### config.mk
export PLATFORM = sky130hd
export DESIGN_NAME = trapez_shaper_ctrl_flat
export DESIGN_NICKNAME = d
export VERILOG_FILES = /design/src/rtl/trapez_shaper_ctrl_if.sv /design/src/rtl/trapez_shaper_ctrl.sv /design/src/flat_wrapper.sv
export SDC_FILE = /design/constraint.sdc
export NUM_CORES = 1
export LEC_CHECK = 0
export BUFFER_PORTS_ARGS = -buffer_cell sky130_fd_sc_hd__buf_2
export CELL_PAD_IN_SITES_DETAIL_PLACEMENT = 1
export CELL_PAD_IN_SITES_GLOBAL_PLACEMENT = 1
export CORE_MARGIN = 2
export CORE_UTILIZATION = 30
export DETAILED_ROUTE_END_ITERATION = 8
export GPL_TIMING_DRIVEN = 0
export PLACE_DENSITY = 0.61
export SLEW_MARGIN = 25
export SYNTH_ARGS = -nofsm -noshare
export SYNTH_HDL_FRONTEND = slang
export SYNTH_SLANG_ARGS = --single-unit
### constraint.sdc
create_clock -name clk -period 4.5 [get_ports clk]
set_input_delay 0 -clock clk [delete_from_list [all_inputs] [get_ports clk]]
set_output_delay 0 -clock clk [all_outputs]
set_load 0.02 [all_outputs]
### src/rtl/trapez_shaper_ctrl_if.sv
// Control/result bundle between the trapezoidal shaper controller and its surroundings.
// slave = controller side, master = driver/consumer side.
interface trapez_shaper_ctrl_if #(
  parameter int CONST_W = 10,
  parameter int DATA_W  = 16,
  parameter int DROP_W  = 16
);
  logic               trapez_ena;
  logic               trigger;
  logic               cfg_wr;
  logic [CONST_W-1:0] cfg_k;
  logic [CONST_W-1:0] cfg_l;
  logic [CONST_W-1:0] cfg_m1;
  logic [CONST_W-1:0] cfg_m2;
  logic [DATA_W-1:0]  shaper_data;
  logic               pulse_time;
  logic [CONST_W-1:0] k_trapez;
  logic [CONST_W-1:0] l_trapez;
  logic [CONST_W-1:0] M1_trapez;
  logic [CONST_W-1:0] M2_trapez;
  logic [DATA_W-1:0]  energy_data;
  logic               energy_pileup;
  logic               energy_valid;
  logic               energy_ready;
  logic               end_impuls;
  logic               busy;
  logic               cfg_err;
  logic [DROP_W-1:0]  drop_cnt;

  modport slave (
    input  trapez_ena, trigger, cfg_wr, cfg_k, cfg_l, cfg_m1, cfg_m2, shaper_data, energy_ready,
    output pulse_time, k_trapez, l_trapez, M1_trapez, M2_trapez, energy_data, energy_pileup,
           energy_valid, end_impuls, busy, cfg_err, drop_cnt
  );

  modport master (
    output trapez_ena, trigger, cfg_wr, cfg_k, cfg_l, cfg_m1, cfg_m2, shaper_data, energy_ready,
    input  pulse_time, k_trapez, l_trapez, M1_trapez, M2_trapez, energy_data, energy_pileup,
           energy_valid, end_impuls, busy, cfg_err, drop_cnt
  );
endinterface

### src/rtl/trapez_shaper_ctrl.sv
// Trapezoidal shaper pulse sequencer: times rise/flat/fall per trigger, captures flat-top peak,
// reports it over valid/ready (REPORT holds until accepted); shadows shaper constants.
module trapez_shaper_ctrl #(
  parameter int CONST_W   = 10,
  parameter int DATA_W    = 16,
  parameter int PIPE_LAT  = 8,
  parameter int SHIFT_LEN = 60,
  parameter int DROP_W    = 16
) (
  input logic                  clk,
  input logic                  reset,
  trapez_shaper_ctrl_if.slave  bus
);
  localparam int CW = CONST_W + 1;
  localparam logic [CW-1:0] ONE     = CW'(1);
  localparam logic [CW-1:0] MAX_SUM = CW'(SHIFT_LEN - 1);
  localparam logic [CW-1:0] PIPE    = CW'(PIPE_LAT);

  typedef enum logic [2:0] {IDLE, RISE, FLAT, FALL, REPORT} state_t;

  state_t             r_state;
  logic [CW-1:0]      r_cnt;
  logic [CONST_W-1:0] r_k, r_l, r_m1, r_m2;
  logic [CONST_W-1:0] r_pk, r_pl, r_pm1, r_pm2;
  logic               r_pend_vld;
  logic [DATA_W-1:0]  r_peak;
  logic               r_pileup;
  logic               r_pulse_time;
  logic               r_end_impuls;
  logic               r_busy;
  logic               r_cfg_err;
  logic               r_energy_valid;
  logic               r_energy_pileup;
  logic [DATA_W-1:0]  r_energy_data;
  logic [DROP_W-1:0]  r_drop_cnt;

  logic               w_cfg_ok, w_cfg_new, w_active, w_to_idle, w_drop;
  logic [CONST_W-1:0] w_k_eff;

  assign w_cfg_ok  = (bus.cfg_k != '0) && (({1'b0, bus.cfg_k} + {1'b0, bus.cfg_l}) <= MAX_SUM);
  assign w_cfg_new = bus.cfg_wr && w_cfg_ok;
  // A same-cycle write in IDLE must time the pulse it starts.
  assign w_k_eff   = w_cfg_new ? bus.cfg_k : r_k;
  assign w_active  = (r_state == RISE) || (r_state == FLAT) || (r_state == FALL);
  assign w_to_idle = (w_active && !bus.trapez_ena) || ((r_state == REPORT) && bus.energy_ready);
  assign w_drop    = bus.trigger && (!bus.trapez_ena || (r_state == REPORT));

  always_ff @(posedge clk or posedge reset) begin
    if (reset) begin
      r_k        <= CONST_W'(4);
      r_l        <= CONST_W'(2);
      r_m1       <= '0;
      r_m2       <= '0;
      r_pk       <= '0;
      r_pl       <= '0;
      r_pm1      <= '0;
      r_pm2      <= '0;
      r_pend_vld <= 1'b0;
      r_cfg_err  <= 1'b0;
      r_drop_cnt <= '0;
    end else begin
      r_cfg_err <= bus.cfg_wr && !w_cfg_ok;
      if ((r_state == IDLE) || w_to_idle) begin
        if (w_cfg_new) begin
          r_k  <= bus.cfg_k;
          r_l  <= bus.cfg_l;
          r_m1 <= bus.cfg_m1;
          r_m2 <= bus.cfg_m2;
        end else if (r_pend_vld) begin
          r_k  <= r_pk;
          r_l  <= r_pl;
          r_m1 <= r_pm1;
          r_m2 <= r_pm2;
        end
        r_pend_vld <= 1'b0;
      end else if (w_cfg_new) begin
        r_pk       <= bus.cfg_k;
        r_pl       <= bus.cfg_l;
        r_pm1      <= bus.cfg_m1;
        r_pm2      <= bus.cfg_m2;
        r_pend_vld <= 1'b1;
      end
      if (w_drop && (r_drop_cnt != '1)) r_drop_cnt <= r_drop_cnt + 1'b1;
    end
  end

  always_ff @(posedge clk or posedge reset) begin
    if (reset) begin
      r_state         <= IDLE;
      r_cnt           <= '0;
      r_peak          <= '0;
      r_pileup        <= 1'b0;
      r_pulse_time    <= 1'b0;
      r_end_impuls    <= 1'b0;
      r_busy          <= 1'b0;
      r_energy_valid  <= 1'b0;
      r_energy_pileup <= 1'b0;
      r_energy_data   <= '0;
    end else begin
      r_end_impuls <= 1'b0;
      case (r_state)
        IDLE: begin
          if (bus.trapez_ena && bus.trigger) begin
            r_state      <= RISE;
            r_cnt        <= {1'b0, w_k_eff} + PIPE;
            r_pulse_time <= 1'b1;
            r_busy       <= 1'b1;
            r_pileup     <= 1'b0;
          end
        end
        RISE, FLAT, FALL: begin
          if (!bus.trapez_ena) begin
            r_state      <= IDLE;
            r_pulse_time <= 1'b0;
            r_busy       <= 1'b0;
            r_pileup     <= 1'b0;
          end else begin
            if (bus.trigger) r_pileup <= 1'b1;
            if (r_state == RISE) begin
              if (r_cnt == ONE) begin
                r_state <= FLAT;
                r_cnt   <= {1'b0, r_l} + ONE;
                r_peak  <= '0;
              end else begin
                r_cnt <= r_cnt - ONE;
              end
            end else if (r_state == FLAT) begin
              // Peak cleared on entry, so the first FLAT sample always loads.
              r_peak <= (bus.shaper_data > r_peak) ? bus.shaper_data : r_peak;
              if (r_cnt == ONE) begin
                r_state      <= FALL;
                r_cnt        <= {1'b0, r_k};
                r_end_impuls <= (r_k == CONST_W'(1));
              end else begin
                r_cnt <= r_cnt - ONE;
              end
            end else begin
              if (r_cnt == ONE) begin
                r_state         <= REPORT;
                r_pulse_time    <= 1'b0;
                r_energy_valid  <= 1'b1;
                r_energy_data   <= r_peak;
                r_energy_pileup <= r_pileup || bus.trigger;
              end else begin
                r_cnt        <= r_cnt - ONE;
                r_end_impuls <= (r_cnt == CW'(2));
              end
            end
          end
        end
        REPORT: begin
          if (bus.energy_ready) begin
            r_state         <= IDLE;
            r_busy          <= 1'b0;
            r_energy_valid  <= 1'b0;
            r_energy_pileup <= 1'b0;
            r_pileup        <= 1'b0;
          end
        end
        default: r_state <= IDLE;
      endcase
    end
  end

  assign bus.pulse_time    = r_pulse_time;
  assign bus.k_trapez      = r_k;
  assign bus.l_trapez      = r_l;
  assign bus.M1_trapez     = r_m1;
  assign bus.M2_trapez     = r_m2;
  assign bus.energy_data   = r_energy_data;
  assign bus.energy_pileup = r_energy_pileup;
  assign bus.energy_valid  = r_energy_valid;
  assign bus.end_impuls    = r_end_impuls;
  assign bus.busy          = r_busy;
  assign bus.cfg_err       = r_cfg_err;
  assign bus.drop_cnt      = r_drop_cnt;
endmodule

### src/flat_wrapper.sv
// flat-port wrapper written by rule: the top's interface ports become plain ports
module trapez_shaper_ctrl_flat 
#(
  parameter int CONST_W   = 10,
  parameter int DATA_W    = 16,
  parameter int PIPE_LAT  = 8,
  parameter int SHIFT_LEN = 60,
  parameter int DROP_W    = 16
)
  (clk, reset, bus_trapez_ena, bus_trigger, bus_cfg_wr, bus_cfg_k, bus_cfg_l, bus_cfg_m1, bus_cfg_m2, bus_shaper_data, bus_energy_ready, bus_pulse_time, bus_k_trapez, bus_l_trapez, bus_M1_trapez, bus_M2_trapez, bus_energy_data, bus_energy_pileup, bus_energy_valid, bus_end_impuls, bus_busy, bus_cfg_err, bus_drop_cnt);
  trapez_shaper_ctrl_if #(.CONST_W(CONST_W), .DATA_W(DATA_W), .DROP_W(DROP_W)) bus_i ();
  input logic clk;
  input logic reset;
  input wire logic [$bits(bus_i.trapez_ena)-1:0] bus_trapez_ena;
  input wire logic [$bits(bus_i.trigger)-1:0] bus_trigger;
  input wire logic [$bits(bus_i.cfg_wr)-1:0] bus_cfg_wr;
  input wire logic [$bits(bus_i.cfg_k)-1:0] bus_cfg_k;
  input wire logic [$bits(bus_i.cfg_l)-1:0] bus_cfg_l;
  input wire logic [$bits(bus_i.cfg_m1)-1:0] bus_cfg_m1;
  input wire logic [$bits(bus_i.cfg_m2)-1:0] bus_cfg_m2;
  input wire logic [$bits(bus_i.shaper_data)-1:0] bus_shaper_data;
  input wire logic [$bits(bus_i.energy_ready)-1:0] bus_energy_ready;
  output wire logic [$bits(bus_i.pulse_time)-1:0] bus_pulse_time;
  output wire logic [$bits(bus_i.k_trapez)-1:0] bus_k_trapez;
  output wire logic [$bits(bus_i.l_trapez)-1:0] bus_l_trapez;
  output wire logic [$bits(bus_i.M1_trapez)-1:0] bus_M1_trapez;
  output wire logic [$bits(bus_i.M2_trapez)-1:0] bus_M2_trapez;
  output wire logic [$bits(bus_i.energy_data)-1:0] bus_energy_data;
  output wire logic [$bits(bus_i.energy_pileup)-1:0] bus_energy_pileup;
  output wire logic [$bits(bus_i.energy_valid)-1:0] bus_energy_valid;
  output wire logic [$bits(bus_i.end_impuls)-1:0] bus_end_impuls;
  output wire logic [$bits(bus_i.busy)-1:0] bus_busy;
  output wire logic [$bits(bus_i.cfg_err)-1:0] bus_cfg_err;
  output wire logic [$bits(bus_i.drop_cnt)-1:0] bus_drop_cnt;
  assign bus_i.trapez_ena = bus_trapez_ena;
  assign bus_i.trigger = bus_trigger;
  assign bus_i.cfg_wr = bus_cfg_wr;
  assign bus_i.cfg_k = bus_cfg_k;
  assign bus_i.cfg_l = bus_cfg_l;
  assign bus_i.cfg_m1 = bus_cfg_m1;
  assign bus_i.cfg_m2 = bus_cfg_m2;
  assign bus_i.shaper_data = bus_shaper_data;
  assign bus_i.energy_ready = bus_energy_ready;
  assign bus_pulse_time = bus_i.pulse_time;
  assign bus_k_trapez = bus_i.k_trapez;
  assign bus_l_trapez = bus_i.l_trapez;
  assign bus_M1_trapez = bus_i.M1_trapez;
  assign bus_M2_trapez = bus_i.M2_trapez;
  assign bus_energy_data = bus_i.energy_data;
  assign bus_energy_pileup = bus_i.energy_pileup;
  assign bus_energy_valid = bus_i.energy_valid;
  assign bus_end_impuls = bus_i.end_impuls;
  assign bus_busy = bus_i.busy;
  assign bus_cfg_err = bus_i.cfg_err;
  assign bus_drop_cnt = bus_i.drop_cnt;
  trapez_shaper_ctrl #(.CONST_W(CONST_W), .DATA_W(DATA_W), .PIPE_LAT(PIPE_LAT), .SHIFT_LEN(SHIFT_LEN), .DROP_W(DROP_W)) u_core (.clk(clk), .reset(reset), .bus(bus_i));
endmodule
# After elaboration in Yosys (flattened, before gate mapping)
# Cells that the tools add are included.
dict set report classes {
  add_sub_neg 5
  n_reduce_logical 36
  n_eq_ne 21
  order_cmp 2
  bitwise_logic 3
  mux 61
}
# op n
set op_table {}
lappend op_table {{10-bit two-way mux} 9}
lappend op_table {{11-bit two-way mux} 7}
lappend op_table {{16-bit two-way mux} 4}
lappend op_table {{1-bit two-way mux} 26}
lappend op_table {{3-bit two-way mux} 8}
lappend op_table {{11-bit case mux with 2 select lines} 1}
lappend op_table {{16-bit by 1-bit adder with 16-bit output (second input constant)} 1}
lappend op_table {{16-bit greater-than comparator} 1}
lappend op_table {{16-bit != test (second input constant)} 1}
lappend op_table {{5-bit AND reduction} 3}
lappend op_table {{2-bit != test (second input constant)} 7}
lappend op_table {{4-bit AND reduction} 3}
lappend op_table {{2-bit nonzero test} 6}
lappend op_table {{10-bit by 1-bit adder with 11-bit output (second input constant)} 1}
lappend op_table {{10-bit by 10-bit adder with 11-bit output} 1}
lappend op_table {{10-bit by 4-bit adder with 11-bit output (second input constant)} 1}
lappend op_table {{11-bit by 1-bit equality test with 1-bit output (second input constant)} 1}
lappend op_table {{11-bit by 2-bit equality test with 1-bit output (second input constant)} 1}
lappend op_table {{11-bit by 6-bit less-or-equal comparator with 1-bit output (second input constant)} 1}
lappend op_table {{11-bit by 1-bit subtractor with 11-bit output (second input constant)} 1}
lappend op_table {{10-bit by 1-bit equality test with 1-bit output (second input constant)} 1}
lappend op_table {{10-bit nonzero test} 1}
lappend op_table {{3-bit != test (second input constant)} 3}
lappend op_table {{3-bit case mux with 3 select lines} 1}
lappend op_table {{other kinds (18)} 38}
dict set report word_totals {
  out_inout_bits 78
  word_cells 149
  inputBits 62
  regBits 150
}

# Logic depth before layout (Yosys ltp)
dict set report depth {
  ltp_word 8
  ltp_mapped 17
  mapped_depth_nobuf 15
}

# Worst setup path before layout
# OpenSTA, ideal clock, no wires.
dict set report synth_timing {
  path_kind {input port to flip-flop}
  startpoint {input bus_cfg_l[0]}
  endpoint {register u_core.r_cnt[9]}
  slack_ns 1.302
  setup_time_ns 0.086
  path_stages 17
  arrival_time_ns 3.112
  n_path_buf 2
  t_required_ns 4.414
  cell_sequence {ha_1 -> fa_1 -> a21o_1 -> a221o_1 -> a31oi_1 -> xor2_1 -> o2111a_1 -> buf_4 -> buf_4 -> mux2_2 -> ha_1 -> nand2_1 -> nor2_1 -> xnor2_1 -> mux2i_1 -> nor2_1 -> nor3_1}
}
dict set report synth_between {
  elab_chain_cells 8
}
# element line
set synth_lines {}
lappend synth_lines {{start, declared} flat_wrapper.sv:18} ;# input wire logic [$bits(bus_i.cfg_l)-1:0] bus_cfg_l;
lappend synth_lines {{10-bit by 10-bit adder with 11-bit output} trapez_shaper_ctrl.sv:40} ;# assign w_cfg_ok = (bus.cfg_k != '0) && (({1'b0, bus.cfg_k} + {1'b0, bus.cfg_l}) <= MAX_SUM);
lappend synth_lines {{11-bit by 6-bit less-or-equal comparator with 1-bit output} trapez_shaper_ctrl.sv:40}
lappend synth_lines {{1-bit logical AND} trapez_shaper_ctrl.sv:40}
lappend synth_lines {{1-bit logical AND} trapez_shaper_ctrl.sv:41} ;# assign w_cfg_new = bus.cfg_wr && w_cfg_ok;
lappend synth_lines {{10-bit two-way mux} trapez_shaper_ctrl.sv:43} ;# assign w_k_eff = w_cfg_new ? bus.cfg_k : r_k;
lappend synth_lines {{10-bit by 4-bit adder with 11-bit output} trapez_shaper_ctrl.sv:105} ;# r_cnt <= {1'b0, w_k_eff} + PIPE;
lappend synth_lines {{11-bit two-way mux} trapez_shaper_ctrl.sv:103} ;# if (bus.trapez_ena && bus.trigger) begin
lappend synth_lines {{11-bit case mux with 2 select lines} trapez_shaper_ctrl.sv:101} ;# case (r_state)
lappend synth_lines {{end signal, assigned} trapez_shaper_ctrl.sv:105}
lappend synth_lines {{end signal, assigned} trapez_shaper_ctrl.sv:122} ;# r_cnt <= {1'b0, r_l} + ONE;
lappend synth_lines {{end signal, assigned} trapez_shaper_ctrl.sv:125} ;# r_cnt <= r_cnt - ONE;
lappend synth_lines {{end, declared} trapez_shaper_ctrl.sv:22} ;# logic [CW-1:0] r_cnt;
# Every way passes these cells. The select of a mux whose other input is x is not followed.
# A chain may end at the register's enable or synchronous reset.

# Final worst setup path
dict set report layout_timing {
  startpoint {input bus_cfg_k[0]}
  endpoint {register u_core.r_cnt[9]}
}
dict set report layout_between {
  elab_chain_cells 8
  word_cells_on_any_way 9
  classes_between {2 x add/sub; 1 x order compare; 3 x mux; 3 x reduce/logical}
}
# element line
set layout_lines {}
lappend layout_lines {{start, declared} flat_wrapper.sv:17} ;# input wire logic [$bits(bus_i.cfg_k)-1:0] bus_cfg_k;
lappend layout_lines {{10-bit by 10-bit adder with 11-bit output} trapez_shaper_ctrl.sv:40}
lappend layout_lines {{11-bit by 6-bit less-or-equal comparator with 1-bit output} trapez_shaper_ctrl.sv:40}
lappend layout_lines {{1-bit logical AND} trapez_shaper_ctrl.sv:40}
lappend layout_lines {{1-bit logical AND} trapez_shaper_ctrl.sv:41}
lappend layout_lines {{10-bit two-way mux *} trapez_shaper_ctrl.sv:43}
lappend layout_lines {{10-bit by 4-bit adder with 11-bit output *} trapez_shaper_ctrl.sv:105}
lappend layout_lines {{11-bit two-way mux *} trapez_shaper_ctrl.sv:103}
lappend layout_lines {{11-bit case mux with 2 select lines *} trapez_shaper_ctrl.sv:101}
# Every way passes the cells marked *; elsewhere a longest branch is shown, timed or not. The select of a mux whose other input is x is not followed.

==> report_table.html <==
<table>
<tr><th>Metric</th><th>Value</th></tr>
<tr><th colspan="2">Status</th></tr>
<tr><td>Outcome</td><td>complete, but fails checks</td></tr>
<tr><td>Failing checks</td><td>DRC</td></tr>
<tr><th colspan="2">Synth</th></tr>
<tr><td>Cell Area, Synth</td><td>8010 µm²</td></tr>
<tr><td>Number of enable-type register cells in the synthesized netlist</td><td>0</td></tr>
<tr><td>Most common flop cell mapped by yosys</td><td>sky130_fd_sc_hd__dfrtp_1</td></tr>
<tr><td>Number of warnings printed during yosys synthesis</td><td>0</td></tr>
<tr><td>Async set-or-reset flop fraction in the synthesized netlist</td><td>1.00</td></tr>
<tr><td>Average instance area after synthesis</td><td>10.7 µm²</td></tr>
<tr><td>Syn Nets</td><td>845</td></tr>
<tr><td>Synthesized instance count</td><td>750</td></tr>
<tr><td>Unique masters post-synth</td><td>64</td></tr>
<tr><td>Register bit count reported by yosys</td><td>150</td></tr>
<tr><td>Fraction of the yosys area taken by sequential cells</td><td>0.469</td></tr>
<tr><th colspan="2">Finish</th></tr>
<tr><td>Share of cells above drive strength 1</td><td>0.224</td></tr>
<tr><td>Area growth, synth to finish</td><td>29.6%</td></tr>
<tr><td>Total Nets Final</td><td>1065</td></tr>
<tr><td>Most common library cell in the layout ignoring fill and taps</td><td>sky130_fd_sc_hd__dfrtp_1</td></tr>
<tr><td>Multi-input gate area in the final layout</td><td>3970 µm²</td></tr>
<tr><td>Number of filler cells placed in the layout</td><td>2993</td></tr>
<tr><td>Combined flip-flop and latch cell area</td><td>3760 µm²</td></tr>
<tr><td>Number of antenna diodes</td><td>0</td></tr>
<tr><td>Leading cell types in the layout, fill and taps excluded</td><td>sky130_fd_sc_hd__dfrtp_1, sky130_fd_sc_hd__buf_2, sky130_fd_sc_hd__nand2_1, sky130_fd_sc_hd__dlygate4sd3_1, sky130_fd_sc_hd__mux2i_1</td></tr>
<tr><th colspan="2">STA</th></tr>
<tr><td>Final worst clock skew</td><td>0.0104 ns</td></tr>
<tr><td>Peak Freq</td><td>250 MHz</td></tr>
<tr><td>Total of endpoints with negative setup slack in the final report</td><td>0</td></tr>
<tr><td>Post-layout worst setup margin</td><td>0.501 ns</td></tr>
<tr><td>Worst slew pin tran</td><td>0.785 ns</td></tr>
<tr><td>Setup repair after global routing missed its margin</td><td>no</td></tr>
<tr><td>Number of hold violations in the final report</td><td>0</td></tr>
<tr><td>Summed negative setup slack over all endpoints</td><td>0 ns</td></tr>
<tr><td>Period Utilization, post-route</td><td>0.889</td></tr>
<tr><td>Total count of max-transition violations in the final report</td><td>0</td></tr>
<tr><td>Max-slew headroom</td><td>0.474</td></tr>
<tr><td>Minimum period implied by the final worst setup slack</td><td>4.00 ns</td></tr>
<tr><th colspan="2">Worst setup path</th></tr>
<tr><td>CP max-delay cell</td><td>sky130_fd_sc_hd__dlygate4sd3_1</td></tr>
<tr><td>Arrival time at the worst endpoint</td><td>4.34 ns</td></tr>
<tr><td>Crit path buf inv count</td><td>4</td></tr>
<tr><td>Critical path startpoint category</td><td>primary input</td></tr>
<tr><td>Number of cells traversed by the worst register-to-register path</td><td>6</td></tr>
<tr><td>Classification of the worst setup path</td><td>in2reg</td></tr>
<tr><td>Worst path cell trace</td><td>dlygate4sd3_1 &gt; buf_2 &gt; ha_1 &gt; fa_1 &gt; a21o_1 &gt; a221o_1 &gt; a31oi_1 &gt; xor2_1 &gt; o2111a_1 &gt; buf_4 &gt; buf_4 &gt; mux2_2 &gt; ha_1 &gt; nand2_1 &gt; nor2_1 &gt; xnor2_1 &gt; mux2i_1 &gt; nor2_1 &gt; nor3_1</td></tr>
<tr><td>Highest net fanout along the worst path</td><td>10</td></tr>
<tr><td>Critical path required time</td><td>4.84 ns</td></tr>
<tr><td>Family with the most delay on the worst path</td><td>buffers and inverters</td></tr>
<tr><td>CP endpoint kind</td><td>register</td></tr>
<tr><td>Delay of the slowest critical-path stage</td><td>0.54 ns</td></tr>
<tr><td>CP Depth</td><td>19</td></tr>
<tr><th colspan="2">Route</th></tr>
<tr><td>Total wire length</td><td>23600 µm</td></tr>
<tr><td>Routed wirelength normalized by instance count</td><td>17.9 µm</td></tr>
<tr><td>Residual antenna-violating net count after detailed routing</td><td>0</td></tr>
<tr><td>Number of remaining DRC errors</td><td>6</td></tr>
<tr><td>Number of vias after detailed routing</td><td>6554</td></tr>
<tr><td>Router iterations before antenna repair</td><td>6</td></tr>
<tr><td>Vias/cell</td><td>4.97</td></tr>
<tr><td>Initial DRC count</td><td>363</td></tr>
<tr><th colspan="2">Floorplanning</th></tr>
<tr><td>Die boundary width</td><td>167 µm</td></tr>
<tr><td>Die area</td><td>28000 µm²</td></tr>
<tr><td>Site row count</td><td>59</td></tr>
<tr><td>I/O pin total</td><td>140</td></tr>
<tr><td>Vertical extent of the die</td><td>167 µm</td></tr>
<tr><td>Floorplan Core Area</td><td>26100 µm²</td></tr>
<tr><td>Initial Util</td><td>0.306</td></tr>
<tr><th colspan="2">CTS</th></tr>
<tr><td>Number of buffers inserted during clock tree synthesis</td><td>17</td></tr>
<tr><td>Maximum clock insertion buffer count</td><td>2</td></tr>
<tr><td>Clock-pin transition on the worst setup and hold timing paths</td><td>0.07 ns</td></tr>
<tr><td>CTS tree</td><td>built</td></tr>
<tr><td>Clock latency at the later pin of the worst-skew pair</td><td>0.43 ns</td></tr>
<tr><td>Number of setup buffers added after CTS</td><td>0</td></tr>
<tr><td>Clock root buffer</td><td>sky130_fd_sc_hd__clkbuf_16</td></tr>
<tr><td>Maximum level of the CTS H-tree</td><td>4</td></tr>
<tr><td>Total number of clock tree sinks</td><td>150</td></tr>
<tr><th colspan="2">Global route</th></tr>
<tr><td>Pin count of the biggest net entering global routing</td><td>82</td></tr>
<tr><td>First-pass GRT wire length</td><td>38000 µm</td></tr>
<tr><td>Grt total ovfl</td><td>0</td></tr>
<tr><td>Antenna violations before repair</td><td>0</td></tr>
<tr><td>Overall routing resource usage</td><td>0.172</td></tr>
<tr><td>Vias in the first global route</td><td>6889</td></tr>
<tr><th colspan="2">Power</th></tr>
<tr><td>Ratio of total power to cell area</td><td>397 nW/µm²</td></tr>
<tr><td>P_leak</td><td>0.00487 µW</td></tr>
<tr><td>Total power after layout</td><td>4120 µW</td></tr>
<tr><td>IR drop worst, VDD</td><td>0.156 mV</td></tr>
<tr><th colspan="2">Run</th></tr>
<tr><td>Count of maximum capacitance violations</td><td>0</td></tr>
<tr><th colspan="2">Placement</th></tr>
<tr><td>Hpwl dp</td><td>16900 µm</td></tr>
<tr><td>Worst-case setup slack after placement</td><td>0.655 ns</td></tr>
<tr><td>GPL Wtd Cong</td><td>0.828</td></tr>
<tr><td>Count of buffers inserted at the top-level ports</td><td>139</td></tr>
<tr><th colspan="2">Hold path</th></tr>
<tr><td>Min-Delay Path Class</td><td>in2async</td></tr>
</table>
[cells by family after synthesis]
group	count (synthesis)	share of synthesized area
AND/OR/NAND/NOR	198	0.119
flip-flops	150	0.469
AO/OA/AOI/OAI	171	0.140
adder cells (fa/ha/maj)	33	0.0525
multiplexers	103	0.139
XOR/XNOR	41	0.0448
buffers and inverters	54	0.0362
[path summary, 6_finish.rpt]
path,from,to,slack (ns)
setup reg to reg,u_core.r_cnt[7],u_core.bus.energy_data[9],1.38
max in group asynchronous,reset,u_core.bus.k_trapez[2],3.53
hold / removal,reset,u_core.bus.M2_trapez[1],0.14
hold reg to reg,u_core.bus.drop_cnt[7],u_core.bus.drop_cnt[7],0.48
setup / recovery,bus_cfg_k[0],u_core.r_cnt[9],0.50
min in group clk,bus_cfg_wr,u_core.bus.cfg_err,0.34
[where the power goes]
| part | internal, µW | switching (µW) |
|---|---|---|
| registers | 1550 | 181 |
| clock network | 883 | 605 |
| logic | 412 | 490 |
[synthesized netlist by cell type, drive strengths merged, types with 2 or more instances]
master | instances | share of area
and2 | 5 | 0.0039
nor2b | 6 | 0.0047
and4 | 6 | 0.0066
nand3 | 17 | 0.011
o22ai | 7 | 0.0055
a221oi | 2 | 0.0022
or2 | 2 | 0.0016
inv | 25 | 0.012
o32ai | 2 | 0.0022
o211a | 2 | 0.0025
a31oi | 7 | 0.0055
a311oi | 3 | 0.0033
a221o | 4 | 0.0050
mux2i | 43 | 0.054
xor2 | 22 | 0.024
and3 | 5 | 0.0039
a2111oi | 2 | 0.0022
a22o | 16 | 0.017
o21ai | 67 | 0.042
nor3 | 16 | 0.011
o21a | 5 | 0.0047
a21o | 9 | 0.0084
dfrtp | 148 | 0.46
nor2 | 35 | 0.016
a211oi | 6 | 0.0056
clkbuf | 11 | 0.0056
o21bai | 2 | 0.0019
a22oi | 4 | 0.0038
nand2b | 9 | 0.0070
a2bb2oi | 3 | 0.0033
nor4 | 7 | 0.0055
a31o | 2 | 0.0022
mux2 | 60 | 0.085
ha | 32 | 0.050
dfstp | 2 | 0.0066
buf | 18 | 0.019
nand4 | 9 | 0.0070
a21oi | 20 | 0.013
xnor2 | 19 | 0.021
nand2 | 75 | 0.035
[final cells by class]
class	count	share of cell area
well taps	335	0.0404
multi-input cells	546	0.382
inverters	25	0.00977
repair buffers	201	0.129
clock buffers	23	0.0470
flip-flops and latches	150	0.362
clock inverters	9	0.0111
plain buffers	29	0.0189
[sequential cells by signal (all words and copies together) (netlist names), 11 cells and up]
name	flops
u_core.r_cnt	11
u_core.bus.drop_cnt	16
u_core.bus.energy_data	16
u_core.r_peak	16
[metrics by stage]
stage | area, µm² | hold WS, ns | instances | utilization
global route | 10400 | 0.194 | 1318 | 0.397
finish | 10400 | 0.138 | 1318 | 0.397
global placement | 9120 | 0.217 | 1224 | 0.349
CTS | 10400 | 0.167 | 1318 | 0.397
floorplan | 8010 | 0.0965 | 750 | -
detailed placement | 9160 | 0.0935 | 1225 | 0.351
[worst min-delay path, stage by stage]
cell and delay, ns:
sky130_fd_sc_hd__dlygate4sd3_1 0.52, sky130_fd_sc_hd__buf_2 0.15, sky130_fd_sc_hd__inv_8 0.35
[timing repair]
action | in CTS | in global routing
hold endpoints to repair | 171 | 0
gates resized for setup | 0 | 0
hold buffers | 61 | 0
[layer usage]
layer	global-route usage	share of wire	vias up	wire [µm]
met5	0	0	-	0
met4	0.0484	0.011	0	263
met3	0.0362	0.049	17	1150
met2	0.290	0.48	126	11300
met1	0.225	0.46	3258	10900
li1	-	-	3153	-
Note: power is estimated with default switching activity, not from simulation.
